--- src/rtl/sigmoid_a1_grad_pkg.sv ---
// Shared constants for the sigmoid backward-pass gradient gate.
package sigmoid_a1_grad_pkg;

  // Half-precision word width
  localparam int HALF_W = 16;

  // Half-precision zero, loaded when the gradient is gated off
  localparam logic [HALF_W-1:0] HALF_ZERO = 16'h0000;

  // Exponent MSB of a half: set means |x| >= 2, the region where the
  // piecewise sigmoid is flat and its derivative is treated as zero
  localparam int SAT_BIT = 14;

endpackage

--- src/rtl/sigmoid_mask_fifo.sv ---
// One-bit-wide mask FIFO. It records, in forward order, whether each
// forward sample fell in the saturated region. The occupancy count is the
// only full/empty indicator, so the pointers simply wrap modulo DEPTH.
module sigmoid_mask_fifo #(
  parameter int DEPTH = 16
) (
  input  logic                     clk,
  input  logic                     rst,
  input  logic                     flush,
  input  logic                     push,
  input  logic                     din,
  input  logic                     pop,
  output logic                     dout,
  output logic [$clog2(DEPTH):0]   count
);

  localparam int PTR_W = $clog2(DEPTH);
  localparam int CNT_W = PTR_W + 1;

  logic [DEPTH-1:0] mem;
  logic [PTR_W-1:0] wr_ptr;
  logic [PTR_W-1:0] rd_ptr;
  logic             do_push;
  logic             do_pop;

  // Guard both ports locally so a full push or empty pop cannot corrupt state
  always_comb begin
    do_push = push && (count != CNT_W'(DEPTH));
    do_pop  = pop  && (count != '0);
    dout    = mem[rd_ptr];
  end

  // Pointer/count update; rst and flush both override any same-cycle traffic
  always_ff @(posedge clk) begin
    if (rst || flush) begin
      wr_ptr <= '0;
      rd_ptr <= '0;
      count  <= '0;
    end else begin
      if (do_push) begin
        mem[wr_ptr] <= din;
        wr_ptr      <= wr_ptr + PTR_W'(1);
      end
      if (do_pop) begin
        rd_ptr <= rd_ptr + PTR_W'(1);
      end
      if (do_push && !do_pop) begin
        count <= count + CNT_W'(1);
      end else if (!do_push && do_pop) begin
        count <= count - CNT_W'(1);
      end
    end
  end

endmodule

--- src/rtl/sigmoid_a1_grad.sv ---
// Backward-pass gate for a piecewise-linear sigmoid. Forward samples push a
// saturation mask bit; each upstream gradient pops the oldest bit and is
// either passed through (linear region) or zeroed (saturated region).
//
// Handshakes: a transfer happens on a rising edge where valid and ready are
// both high. fwd_ready and grad_in_ready do not depend on their own valid;
// grad_out is held stable while grad_out_valid is high and grad_out_ready low.
module sigmoid_a1_grad
  import sigmoid_a1_grad_pkg::*;
#(
  parameter int DEPTH = 16
) (
  input  logic                   clk,
  input  logic                   rst,
  input  logic                   flush,
  input  logic                   fwd_valid,
  input  logic [15:0]            fwd_in,
  output logic                   fwd_ready,
  input  logic                   grad_in_valid,
  input  logic [15:0]            grad_in,
  output logic                   grad_in_ready,
  output logic                   grad_out_valid,
  output logic [15:0]            grad_out,
  input  logic                   grad_out_ready,
  output logic [$clog2(DEPTH):0] mask_count,
  output logic [15:0]            sat_count
);

  localparam int CNT_W = $clog2(DEPTH) + 1;

  logic push;
  logic accept;
  logic mask_bit;

  // Handshake decode; the output register frees up when empty or being drained
  always_comb begin
    fwd_ready     = (mask_count != CNT_W'(DEPTH));
    grad_in_ready = (mask_count != '0) && (!grad_out_valid || grad_out_ready);
    push          = fwd_valid && fwd_ready;
    accept        = grad_in_valid && grad_in_ready;
  end

  sigmoid_mask_fifo #(
    .DEPTH (DEPTH)
  ) u_mask_fifo (
    .clk   (clk),
    .rst   (rst),
    .flush (flush),
    .push  (push),
    .din   (fwd_in[SAT_BIT]),
    .pop   (accept),
    .dout  (mask_bit),
    .count (mask_count)
  );

  // Output register and saturated-gradient counter
  always_ff @(posedge clk) begin
    if (rst || flush) begin
      grad_out_valid <= 1'b0;
      grad_out       <= HALF_ZERO;
      sat_count      <= '0;
    end else begin
      if (accept) begin
        grad_out_valid <= 1'b1;
        grad_out       <= mask_bit ? HALF_ZERO : grad_in;
        if (mask_bit && (sat_count != 16'hFFFF)) begin
          sat_count <= sat_count + 16'd1;
        end
      end else if (grad_out_ready) begin
        grad_out_valid <= 1'b0;
      end
    end
  end

endmodule

--- config.mk ---
export PLATFORM = sky130hd
export DESIGN_NAME = sigmoid_a1_grad
export DESIGN_NICKNAME = d
export VERILOG_FILES = /design/src/rtl/sigmoid_a1_grad_pkg.sv /design/src/rtl/sigmoid_mask_fifo.sv /design/src/rtl/sigmoid_a1_grad.sv
export SDC_FILE = /design/constraint.sdc
export NUM_CORES = 1
export LEC_CHECK = 0
export ABC_AREA = 1
export BUFFER_PORTS_ARGS = -buffer_cell sky130_fd_sc_hd__buf_4
export CAP_MARGIN = 20
export CORE_MARGIN = 2
export CORE_UTILIZATION = 53
export DETAILED_ROUTE_END_ITERATION = 8
export GPL_ROUTABILITY_DRIVEN = 0
export GPL_TIMING_DRIVEN = 0
export PLACE_DENSITY = 0.82
export SLEW_MARGIN = 5
export SYNTH_ARGS = -nofsm -noshare
export SYNTH_HDL_FRONTEND = slang
export SYNTH_SLANG_ARGS = --single-unit
--- constraint.sdc ---
create_clock -name clk -period 3.1 [get_ports clk]
set_clock_uncertainty 0.15 [all_clocks]
set_input_delay 0.465 -clock clk [delete_from_list [all_inputs] [get_ports clk]]
set_output_delay 0.465 -clock clk [all_outputs]
set_load 0.005 [all_outputs]
* Word level (Yosys, flattened, before mapping)
Cells that the tools add are included.
** Operators by class
- Add/sub/neg operators :: 5
- Magnitude comparators :: 3
- Equal/unequal tests :: 2
- Muxes and demuxes :: 10
- Bitwise logic cells :: 1
- Reductions and logical operators :: 19
** Operators with widths (number)
- $add 16x1->16 const B :: 1
- $bwmux 16 :: 1
- $mux 16 :: 1
- $ne 16x16->1 const B :: 1
- $lt 4x5->1 const B :: 2
- $mux 5 :: 2
- $logic_and 1x1->1 :: 9
- $add 4x1->4 const B :: 2
- $add 5x1->5 const B :: 1
- $ne 5x5->1 const B :: 1
- $reduce_bool 5->1 :: 1
- $sub 5x1->5 const B :: 1
- $bmux 1 s4 :: 1
- $demux 1 s4 :: 1
- $ge 4x1->1 const B :: 1
- $mux 1 :: 4
- $reduce_and 2->1 :: 2
- $reduce_bool 2->1 :: 2
- $logic_not 1->1 :: 3
- $logic_or 1x1->1 :: 2
- $not 1->1 :: 1
** Storage, ports and cells
- Register bits :: 62
- Input port bits :: 38
- Word-level logic and storage cells :: 47

* Longest topological paths before layout
- Depth in word-level cells :: 8
- Mapped depth :: 14

* By module
Synthesis repeated with hierarchy kept, for this count alone.
** Second synthesis, totals
- Cell total of the unflattened synthesis :: 464
- Area total of the unflattened synthesis :: 3423.3 um^2
** By module, submodules not included
- sigmoid_a1_grad :: instances 1, cells each 261, area an instance 1775.5 um^2, sequential area each 660.6 um^2
- sigmoid_mask_fifo :: instances 1, cells each 203, area an instance 1647.8 um^2, sequential area each 740.7 um^2

* Least setup slack after synthesis
Ideal clock, no wire load.
- Kind :: register -> register
- From :: register u_mask_fifo.count[0]
- To :: register u_mask_fifo.count[4]
- Data arrival time :: 2156 ps
- Required time :: 2831 ps
- Path slack :: 675 ps
- Cell stages (with the launch flop) :: 14
- Path buffers :: 1
- Clock period less this slack :: 2425 ps
- Path through :: dfxtp_1 > nor2_1 > nand4_1 > nand3_1 > buf_2 > ha_1 > inv_1 > fa_1 > a21oi_1 > nor2_1 > o21ai_0 > nand3_1 > o21ai_0 > a21oi_1
** Between the ends
- Longest elaborated chain between the ends :: 7
** RTL lines
- start, declared :: line sigmoid_mask_fifo.sv:14 : output logic [$clog2(DEPTH):0] count
- start signal, assigned :: line sigmoid_mask_fifo.sv:48 : count <= count + CNT_W'(1);
- start signal, assigned :: line sigmoid_mask_fifo.sv:50 : count <= count - CNT_W'(1);
- parallel branches: the longest is 7 deep, another holds $sub 5x1->5
Parallel ways; which one is timed is not known. The select of a mux whose other input is x is not followed.
A chain may end at the register's enable or synchronous reset.

* Worst setup path in the final report
Ends and elaborated chain as after synthesis.

==> impl_metrics.env <==
export IMPL_regToRegStartpoint="u_mask_fifo.count[0]$_SDFFE_PP0P_"
export IMPL_cts_tree="yes"
export IMPL_place_area_um2=3680
export IMPL_fin_hold_ws_ps=237
export IMPL_synth_top_area_share_pct=29.5
export IMPL_cap_viol_max_count=0
export IMPL_grt_use_total_pct=24.7
export IMPL_ys_types=32
export IMPL_area_growth_pct=23.1
export IMPL_dr_total_vias=2938
export IMPL_post_drt_wl_per_cell_um=13.0
export IMPL_cts_htree_levels=3
export IMPL_setup_ws_ps=323
export IMPL_crit_type="flip-flop to flip-flop"
export IMPL_synth_edff_count=16
export IMPL_root_buffer="clkbuf_8"
export IMPL_finalSetupTns_ps=0
export IMPL_power_mw=1.96
export IMPL_cts_setup_buffers=0
export IMPL_n_antenna_cell=0
export IMPL_hp_start="grad_in[5]"
export IMPL_ys_warn_count=0
export IMPL_hold_violations=0
export IMPL_grt_pass1_wl_um=12500
export IMPL_grt_antenna_before_repair=0
export IMPL_postSynthNetCount=460
export IMPL_clk_pin_slew_ps=60
export IMPL_ys_async_sr_fraction_pct=0
export IMPL_drt_total_wl_um=7310
export IMPL_clockBufferDepth=2
export IMPL_vias_per_cell=5.24
export IMPL_setup_viol=0
export IMPL_avgSynthCellArea_um2=7.60
export IMPL_dieWidth_um=80.8
export IMPL_cts_buffers_inserted=9
export IMPL_whs_endpoint="grad_out[5]$_SDFFE_PP0P_"
export IMPL_syn_area_um2=3130
export IMPL_yosys_register_bits=62
export IMPL_hpwl_um=5430
export IMPL_grt_max_degree=17
export IMPL_max_freq_mhz=360
export IMPL_drv_slew=0
export IMPL_powerDensity_nw_per_um2=510
export IMPL_drc_errors=0
export IMPL_drive_above_1_share_pct=19.4
export IMPL_required_ps=3170
export IMPL_tightest_slew_ps=610
export IMPL_grt_overflow=0
export IMPL_synth_main_ff_cell="dfxtp_1"
export IMPL_layout_nets=533
export IMPL_rows=27
export IMPL_ys_seq_area_share_pct=44.8
export IMPL_grt_pass1_vias=2800
export IMPL_die_h_um=80.8
export IMPL_post_place_ws_ps=280
export IMPL_synth_cells=411
export IMPL_io_pins=78
export IMPL_path_max_fanout=10
export IMPL_reg2reg_depth=13
export IMPL_leakage_nw=1.70
export IMPL_dp_cells=545
export IMPL_hold_depth=3
export IMPL_synthTopCellsByArea="dfxtp_1 (29%), edfxtp_1 (15%), nand2_1 (11%), nor2_1 (5.8%), inv_1 (5.6%)"
export IMPL_clock_sinks=62
export IMPL_hold_path_class="input port to flip-flop"
export IMPL_drt_iter0_drc=201
export IMPL_drt_first_pass_iters=4
export IMPL_core_area_um2=5610
export IMPL_min_period_over_period_pct=89.6
export IMPL_final_cell_area_um2=3850
export IMPL_timing_final_crit_period_ps=2780
export IMPL_crit_reg2reg_capture="u_mask_fifo.count[4]$_SDFFE_PP0P_"
export IMPL_clock_latency_ps=340
export IMPL_port_buffers=62
export IMPL_fin_util_pct=68.6
export IMPL_initial_utilization_pct=55.7
export IMPL_critPathCaptureType="flip-flop"
export IMPL_ant_nets=0
export IMPL_critical_path_startpoint_type="flip-flop"
export IMPL_arrival_ps=2850
export IMPL_synth_most_common_cell="nand2_1"
export IMPL_vdd_drop_max_v=0.000336
export IMPL_instances_no_fill=561
export IMPL_max_slew_margin_rel_pct=59.3
export IMPL_rsz0062_at_grt="no"
export IMPL_ys_top_cells_by_count="nand2_1 (95), nor2_1 (48), inv_1 (47)"
export IMPL_die_area_um2=6530
export IMPL_status="completed"
export IMPL_synth_top_area_cell="dfxtp_1"
export IMPL_r2r_slack_ps=320
-- flip-flops by register name, summed over array words and instances (netlist names) --
| signal | count |
|---|---|
| grad_out_valid | 1 |
| u_mask_fifo.count | 5 |
| u_mask_fifo.wr_ptr | 4 |
| grad_out | 16 |
| u_mask_fifo.rd_ptr | 4 |
| sat_count | 16 |
| u_mask_fifo.mem | 16 |
-- where the power goes --
group / switching [mW] / internal (mW)
Sequential: 0.0342 / 0.871
Combinational: 0.270 / 0.183
Clock: 0.294 / 0.311
Total: 0.599 / 1.36
-- worst max-delay path, stage by stage (launching register included) --
cell,delay (ps)
dfxtp_1,380
nor2_1,170
nand4_1,130
nand3_1,180
buf_4,220
ha_1,210
inv_1,120
fa_1,410
a21oi_1,160
nor2_1,80
o21ai_0,150
nand3_1,100
o21ai_0,150
a21oi_1,50
-- layout by cell type, fill, tap and decap left out, drive strengths merged --
master,instances
edfxtp,16
nor3,6
nand4,17
o21ai,29
a21o,1
inv,50
nand3,26
fa,1
nand2,96
nor4,1
clkinv,3
dfxtp,46
a21oi,38
a31oi,2
clkbuf,20
xnor2,1
or2,1
nor2,49
xor2,6
buf,70
ha,10
-- cells by family (layout without fill, tap and decap cells) --
family	count (synthesis)	count (layout)	share of synthesized area [%]
AOI/OAI and AO/OA	70	70	12.0
xor gates and xnor gates	7	7	1.96
adders and majority gates	11	11	4.64
buffers and inverters	65	143	8.73
and+or+nand+nor	196	196	27.9
DFF	62	62	44.8
-- worst max-delay path by stage --
| stage | start | to |
|---|---|---|
| global placement | grad_out_ready | u_mask_fifo.count[4]$_SDFFE_PP0P_ |
| global route | u_mask_fifo.count[0]$_SDFFE_PP0P_ | u_mask_fifo.count[4]$_SDFFE_PP0P_ |
| detailed placement | grad_out_ready | u_mask_fifo.count[4]$_SDFFE_PP0P_ |
| CTS | u_mask_fifo.count[0]$_SDFFE_PP0P_ | u_mask_fifo.count[4]$_SDFFE_PP0P_ |
| finish | u_mask_fifo.count[0]$_SDFFE_PP0P_ | u_mask_fifo.count[4]$_SDFFE_PP0P_ |
| floorplan | u_mask_fifo.count[0]$_SDFFE_PP0P_ | u_mask_fifo.count[4]$_SDFFE_PP0P_ |
-- final cells by class --
class / instances / area (um^2)
buffer: 14 / 81.3
clock buffer: 14 / 153
clock inverter: 2 / 10.0
fill: 499 / 1760
inverter: 51 / 194
multi-input combinational: 284 / 1450
sequential: 62 / 1400
tap: 72 / 90.1
timing repair buffer: 62 / 465
-- per-layer routing --
metal	part of all wire (%)	track usage (%)	up-vias
met4	1.7	11.0	0
met1	44	30.6	1353
met3	5.9	5.67	11
met2	49	41.2	79
met5	0	0	-
li1	-	-	1495
-- repair_timing --
action / 4_1_cts / 5_1_grt
hold buffers: 0 / 0
setup endpoints to repair: 0 / 1
resized for setup: 0 / 2
Note: power is estimated with default switching activity, not from simulation.
